### config.mk
export PLATFORM = sky130hd
export DESIGN_NAME = hazard_controller_flat
export DESIGN_NICKNAME = d
export VERILOG_FILES = /design/src/rtl/hazard_pkg.sv /design/src/rtl/hazard_if.sv /design/src/rtl/fwd_select.sv /design/src/rtl/hazard_controller.sv /design/src/flat_wrapper.sv
export SDC_FILE = /design/constraint.sdc
export NUM_CORES = 1
export LEC_CHECK = 0
export ABC_CLOCK_PERIOD_IN_PS = 3100
export CAP_MARGIN = 20
export CORE_ASPECT_RATIO = 0.9
export CORE_MARGIN = 2
export CORE_UTILIZATION = 41
export DETAILED_ROUTE_END_ITERATION = 6
export PLACE_DENSITY = 0.82
export SYNTH_ARGS = -nofsm -noshare
export SYNTH_HDL_FRONTEND = slang
export SYNTH_HIERARCHICAL = 1
export SYNTH_SLANG_ARGS = --single-unit
### constraint.sdc
create_clock -name clk -period 3.1 [get_ports clk]
set_clock_uncertainty 0.05 [all_clocks]
set_input_delay 0.775 -clock clk [delete_from_list [all_inputs] [get_ports clk]]
set_output_delay 0.775 -clock clk [all_outputs]
set_load 0.02 [all_outputs]
### src/rtl/hazard_pkg.sv
// Shared types for the 5-stage pipeline hazard controller.
// FSM and forward-select encodings, plus the in-flight destination tracking entries.
package hazard_pkg;

  localparam int RW    = 5;
  localparam int CNT_W = 16;

  typedef enum logic [1:0] {
    ST_RUN   = 2'b00,
    ST_STALL = 2'b01,
    ST_FLUSH = 2'b10
  } state_t;

  typedef enum logic [1:0] {
    FW_RF  = 2'b00,
    FW_EX  = 2'b01,
    FW_MEM = 2'b10,
    FW_WB  = 2'b11
  } fwd_t;

  typedef struct packed {
    logic          valid;
    logic [RW-1:0] rd;
  } dest_t;

  // The load flag only matters while the producer sits in EX, so MEM/WB carry dest_t alone.
  typedef struct packed {
    dest_t dest;
    logic  is_load;
  } track_t;

  function automatic logic dest_hit(dest_t e, logic use_op, logic [RW-1:0] rs);
    return use_op && (rs != '0) && e.valid && (e.rd == rs);
  endfunction

endpackage

### src/rtl/hazard_if.sv
// ID-stage hazard/forwarding bundle between the pipeline (master) and the hazard controller (slave).
// HAZARD_PERF_CNT_EN adds the stall/flush performance counter outputs.
interface hazard_if;
  import hazard_pkg::*;

  logic [RW-1:0] id_ra;
  logic [RW-1:0] id_rb;
  logic [RW-1:0] id_rd;
  logic          id_use_a;
  logic          id_use_b;
  logic          id_rf_le;
  logic          id_l;
  logic          ex_j;
  logic          pc_le;
  logic          ifid_le;
  logic          cu_s;
  logic          if_s;
  fwd_t          a_s;
  fwd_t          b_s;
  state_t        state;

`ifdef HAZARD_PERF_CNT_EN
  logic [CNT_W-1:0] stall_cnt;
  logic [CNT_W-1:0] flush_cnt;

  modport master (
    output id_ra, id_rb, id_rd, id_use_a, id_use_b, id_rf_le, id_l, ex_j,
    input  pc_le, ifid_le, cu_s, if_s, a_s, b_s, state, stall_cnt, flush_cnt
  );
  modport slave (
    input  id_ra, id_rb, id_rd, id_use_a, id_use_b, id_rf_le, id_l, ex_j,
    output pc_le, ifid_le, cu_s, if_s, a_s, b_s, state, stall_cnt, flush_cnt
  );
`else
  modport master (
    output id_ra, id_rb, id_rd, id_use_a, id_use_b, id_rf_le, id_l, ex_j,
    input  pc_le, ifid_le, cu_s, if_s, a_s, b_s, state
  );
  modport slave (
    input  id_ra, id_rb, id_rd, id_use_a, id_use_b, id_rf_le, id_l, ex_j,
    output pc_le, ifid_le, cu_s, if_s, a_s, b_s, state
  );
`endif

endinterface

### src/rtl/fwd_select.sv
// Forward-source select for one ID operand: nearest in-flight producer wins (EX > MEM > WB).
module fwd_select
  import hazard_pkg::*;
(
  input  logic          use_op,
  input  logic [RW-1:0] rs,
  input  dest_t         ex_e,
  input  dest_t         mem_e,
  input  dest_t         wb_e,
  output fwd_t          sel
);

  always_comb begin
    sel = FW_RF;
    if (dest_hit(ex_e, use_op, rs))
      sel = FW_EX;
    else if (dest_hit(mem_e, use_op, rs))
      sel = FW_MEM;
    else if (dest_hit(wb_e, use_op, rs))
      sel = FW_WB;
  end

endmodule

### src/rtl/hazard_controller.sv
// Pipeline sequencer: forwarding selects, single-bubble load-use stalls and branch squash.
// HAZARD_PERF_CNT_EN adds saturating STALL/FLUSH cycle counters.
module hazard_controller
  import hazard_pkg::*;
(
  input  logic     clk,
  input  logic     rst_n,
  hazard_if.slave  hif
);

  state_t state_q;
  track_t ex_q;
  dest_t  mem_q;
  dest_t  wb_q;
  fwd_t   a_sel;
  fwd_t   b_sel;
  logic   load_use;
  logic   squash;

  fwd_select u_fwd_a (
    .use_op (hif.id_use_a),
    .rs     (hif.id_ra),
    .ex_e   (ex_q.dest),
    .mem_e  (mem_q),
    .wb_e   (wb_q),
    .sel    (a_sel)
  );

  fwd_select u_fwd_b (
    .use_op (hif.id_use_b),
    .rs     (hif.id_rb),
    .ex_e   (ex_q.dest),
    .mem_e  (mem_q),
    .wb_e   (wb_q),
    .sel    (b_sel)
  );

  // A taken branch or a FLUSH cycle squashes ID anyway, so its load-use hazard is ignored.
  always_comb begin
    load_use = 1'b0;
    if (state_q != ST_FLUSH && !hif.ex_j && ex_q.is_load)
      load_use = (a_sel == FW_EX) || (b_sel == FW_EX);
    squash = hif.ex_j || load_use || (state_q == ST_FLUSH);
  end

  assign hif.pc_le   = ~load_use;
  assign hif.ifid_le = ~load_use;
  assign hif.cu_s    = squash;
  assign hif.if_s    = hif.ex_j;
  assign hif.a_s     = a_sel;
  assign hif.b_s     = b_sel;
  assign hif.state   = state_q;

  always_ff @(posedge clk or negedge rst_n) begin
    if (!rst_n) begin
      state_q <= ST_RUN;
      ex_q    <= '0;
      mem_q   <= '0;
      wb_q    <= '0;
    end else begin
      ex_q.dest.valid <= hif.id_rf_le && !squash && (hif.id_rd != '0);
      ex_q.dest.rd    <= hif.id_rd;
      ex_q.is_load    <= hif.id_l;
      mem_q           <= ex_q.dest;
      wb_q            <= mem_q;
      if (hif.ex_j)
        state_q <= ST_FLUSH;
      else if (state_q == ST_RUN && load_use)
        state_q <= ST_STALL;
      else
        state_q <= ST_RUN;
    end
  end

`ifdef HAZARD_PERF_CNT_EN
  logic [CNT_W-1:0] stall_cnt_q;
  logic [CNT_W-1:0] flush_cnt_q;

  always_ff @(posedge clk or negedge rst_n) begin
    if (!rst_n) begin
      stall_cnt_q <= '0;
      flush_cnt_q <= '0;
    end else begin
      if (state_q == ST_STALL && stall_cnt_q != '1)
        stall_cnt_q <= stall_cnt_q + 1'b1;
      if (state_q == ST_FLUSH && flush_cnt_q != '1)
        flush_cnt_q <= flush_cnt_q + 1'b1;
    end
  end

  assign hif.stall_cnt = stall_cnt_q;
  assign hif.flush_cnt = flush_cnt_q;
`endif

endmodule
### src/flat_wrapper.sv
// flat-port wrapper written by rule: the top's interface ports become plain ports
module hazard_controller_flat import hazard_pkg::*;
  (clk, rst_n, hif_id_ra, hif_id_rb, hif_id_rd, hif_id_use_a, hif_id_use_b, hif_id_rf_le, hif_id_l, hif_ex_j, hif_pc_le, hif_ifid_le, hif_cu_s, hif_if_s, hif_a_s, hif_b_s, hif_state);
  hazard_if hif_i ();
  input  logic clk;
  input  logic rst_n;
  input wire logic [$bits(hif_i.id_ra)-1:0] hif_id_ra;
  input wire logic [$bits(hif_i.id_rb)-1:0] hif_id_rb;
  input wire logic [$bits(hif_i.id_rd)-1:0] hif_id_rd;
  input wire logic [$bits(hif_i.id_use_a)-1:0] hif_id_use_a;
  input wire logic [$bits(hif_i.id_use_b)-1:0] hif_id_use_b;
  input wire logic [$bits(hif_i.id_rf_le)-1:0] hif_id_rf_le;
  input wire logic [$bits(hif_i.id_l)-1:0] hif_id_l;
  input wire logic [$bits(hif_i.ex_j)-1:0] hif_ex_j;
  output wire logic [$bits(hif_i.pc_le)-1:0] hif_pc_le;
  output wire logic [$bits(hif_i.ifid_le)-1:0] hif_ifid_le;
  output wire logic [$bits(hif_i.cu_s)-1:0] hif_cu_s;
  output wire logic [$bits(hif_i.if_s)-1:0] hif_if_s;
  output wire logic [$bits(hif_i.a_s)-1:0] hif_a_s;
  output wire logic [$bits(hif_i.b_s)-1:0] hif_b_s;
  output wire logic [$bits(hif_i.state)-1:0] hif_state;
  assign hif_i.id_ra = hif_id_ra;
  assign hif_i.id_rb = hif_id_rb;
  assign hif_i.id_rd = hif_id_rd;
  assign hif_i.id_use_a = hif_id_use_a;
  assign hif_i.id_use_b = hif_id_use_b;
  assign hif_i.id_rf_le = hif_id_rf_le;
  assign hif_i.id_l = hif_id_l;
  assign hif_i.ex_j = hif_ex_j;
  assign hif_pc_le = hif_i.pc_le;
  assign hif_ifid_le = hif_i.ifid_le;
  assign hif_cu_s = hif_i.cu_s;
  assign hif_if_s = hif_i.if_s;
  assign hif_a_s = hif_i.a_s;
  assign hif_b_s = hif_i.b_s;
  assign hif_state = hif_i.state;
  hazard_controller u_core (.clk(clk), .rst_n(rst_n), .hif(hif_i));
endmodule
==> flow_summary.toml <==
[placed_design]
dp.cells = 163
gp_congestion = 0.938
hpwl_mm = 2.05
place_area_um2 = 1580
portBuffers = 31

[detailed_routing]
final_antenna_net_count = 0
vias = 889
routed_via_density = 5.11
wl_per_cell_um = 15.4
drt_pass1_iterations = 4
routed_wl_mm = 2.68
drt_iter0_markers = 10
drc = 0

[die]
die_y_um = 51.7
initial_core_util_pct = 42.8
core_area_um2 = 2420
ios = 32
rows = 17
die_w_um = 57.0
dieArea_um2 = 2950

[final_layout]
finalNetCount = 169
fin_area_um2 = 1710
area_delta_synth_final_pct = 64.4
drive_above_1_share_pct = 44.5
antenna_cells = 0
final_core_util_pct = 70.3
fin_cells = 174

[clocking]
cts_tree = "built"
clk_latency_ps = 300
cts_max_path_buffers = 2
clk_pin_slew_worst_paths_ps = 110
ctsHoldBuffers = 0
htreeDepth = 1
numClockSinks = 21
cts_buffers = 3
root_buffer = "clkbuf_4"

[synth]
synthFlopType = "dfrtp_1"
synthArstFlopShare_pct = 100
avgSynthCellArea_um2 = 12.2
yosysWarnings = 6
synthDominantCellAreaShare_pct = 50.7
synth_cell_types = 19
synthTopCellsByArea = "dfrtp_1, xor2_1, xnor2_1"
ys_ff_latch = 21
yosysSeqAreaShare_pct = 50.7
synthCells = 85
synth_common_cells = "xor2_1, dfrtp_1, nand4_1, xnor2_1, nor4_1"
yosys.area.top_type = "dfrtp_1"
syn_area_um2 = 1040
synth_most_common_cell = "xor2_1"
syn-num-nets = 107
synth_edf_count = 0

[run_status]
failed_checks = "setup timing"
outcome = "finished, violations left"

[power_and_ir_drop]
power_leakage_uw = 0.000756
ir_worst_vdd_v = 0.000336
powerDensity_nw_per_um2 = 319

[sta]
fmax_mhz = 293
relSlewSlack_pct = 75.1
setup_viol_count_final = 4
final.min_clock_period_ps = 3410
maxSlewViolCount = 0
fin_ws_ps = -313
rsz0062_at_grt = "true"
hold_viol_final = 0
hold_ws_ps = 405
tightest_slew_ps = 374
timing.final.crit_share_pct = 110

[worst_setup_path]
cp.required_ps = 2270
crit_fanout = 4
crit_type = "input pin to primary output"
start_kind = "input pin"
critPathCaptureType = "primary output"
arrival_ps = 2590

[min_path]
hp-class = "flop to flop"

[grt]
grt-ovfl-total = 0
grt_usage_pct = 20.1
grt_pass1_vias = 980
antenna_found_initial = 0
grt_max_degree = 22
grt_pass1_wl_mm = 4.51

[job]
drv_cap = 0
==> metrics by stage <==
| stage | TNS (ps) | worst slack [ps] | total power, uW |
|---|---|---|---|
| floorplan | -342 | -205 | 343 |
| global placement | -6480 | -1150 | 411 |
| detailed placement | -6980 | -1240 | 414 |
| CTS | -881 | -323 | 545 |
| global route | -1280 | -396 | 576 |
| finish | -896 | -313 | 545 |
==> worst paths after layout <==
path / endpoint / slack, ps / startpoint / cells past startpoint
worst max register to register: u_core/hif.state[0] / 870 / u_core/wb_q[0] / 10
max in group asynchronous: u_core/hif.state[0] / 2030 / rst_n / 2
worst min-delay path: u_core/mem_q[5] / 400 / u_core/ex_q[6] / 0
worst min register to register: u_core/mem_q[5] / 400 / u_core/ex_q[6] / 0
min in group asynchronous: u_core/ex_q[4] / 750 / rst_n / 2
worst max-delay path: hif_ifid_le / -310 / hif_id_ra[2] / 10
==> metal layers <==
layer / up-vias / global-route usage [%] / share of wire [%]
met4: 0 / 4.65 / 0
li1: 424 / - / -
met5: - / 0 / 0
met2: 26 / 37.4 / 51
met1: 439 / 25.1 / 45
met3: 0 / 2.24 / 4.5
==> kinds of logic after synthesis <==
logic type	share of synthesized area (%)
AO/OA/AOI/OAI	6.63
XOR/XNOR	25.3
buffers and inverters	1.81
flip-flops	50.7
AND/OR/NAND/NOR	15.6
==> placed cells by master (no fill, tap or decap) <==
| master | synthesis | routed |
|---|---|---|
| buf_2 | 0 | 5 |
| o2111a_1 | 1 | 1 |
| nand4_1 | 6 | 6 |
| nor2b_4 | 0 | 2 |
| nand2b_4 | 0 | 1 |
| nand2_1 | 1 | 1 |
| o21a_1 | 2 | 2 |
| inv_1 | 1 | 1 |
| clkbuf_1 | 0 | 1 |
| xnor2_1 | 6 | 6 |
| clkbuf_4 | 0 | 3 |
| buf_8 | 0 | 1 |
| xor2_1 | 24 | 23 |
| nor4_1 | 5 | 2 |
| xor2_2 | 0 | 1 |
| buf_4 | 2 | 27 |
| or4_4 | 0 | 2 |
| or4_1 | 3 | 1 |
| clkdlybuf4s50_1 | 0 | 14 |
| o21ai_4 | 0 | 3 |
| dfrtp_1 | 21 | 21 |
| nor4_2 | 2 | 5 |
| buf_6 | 0 | 11 |
| clkdlybuf4s15_1 | 0 | 1 |
| and4_4 | 2 | 2 |
| a21oi_1 | 1 | 1 |
| a21boi_4 | 0 | 2 |
==> worst max-delay path, stage by stage <==
cell and delay (ps):
buf_6 90, or4_4 510, o21a_1 230, buf_4 140
and4_4 160, o21ai_4 110, nor2b_4 180, o21ai_4 80
nand2b_4 150, buf_6 140
==> area by class of cell <==
class | count | area, um^2
tap | 28 | 35.0
clock buffer | 4 | 26.3
multi-input combinational | 61 | 598
sequential | 21 | 526
fill | 185 | 719
timing repair buffer | 59 | 517
inverter | 1 | 3.75
==> power breakdown <==
part           total, uW  internal (uW)  switching [uW]
clock                129           50.1            79.1
combinational        114           63.5            50.9
sequential           301            287            14.5
==> registers in the layout (all words and copies together) (netlist names) <==
register	count
u_core/ex_q	7
u_core/hif.state	2
u_core/mem_q	6
u_core/wb_q	6
==> repair_timing <==
item / in CTS / in global routing
gates resized for setup: 88 / 10
hold endpoints to repair: 0 / 0
setup endpoints to repair: 7 / 7
cloned: 0 / 0
buffers inserted: 6 / 1
pin swaps: 11 / 5
No activity file was read; power rests on OpenSTA's default activity.
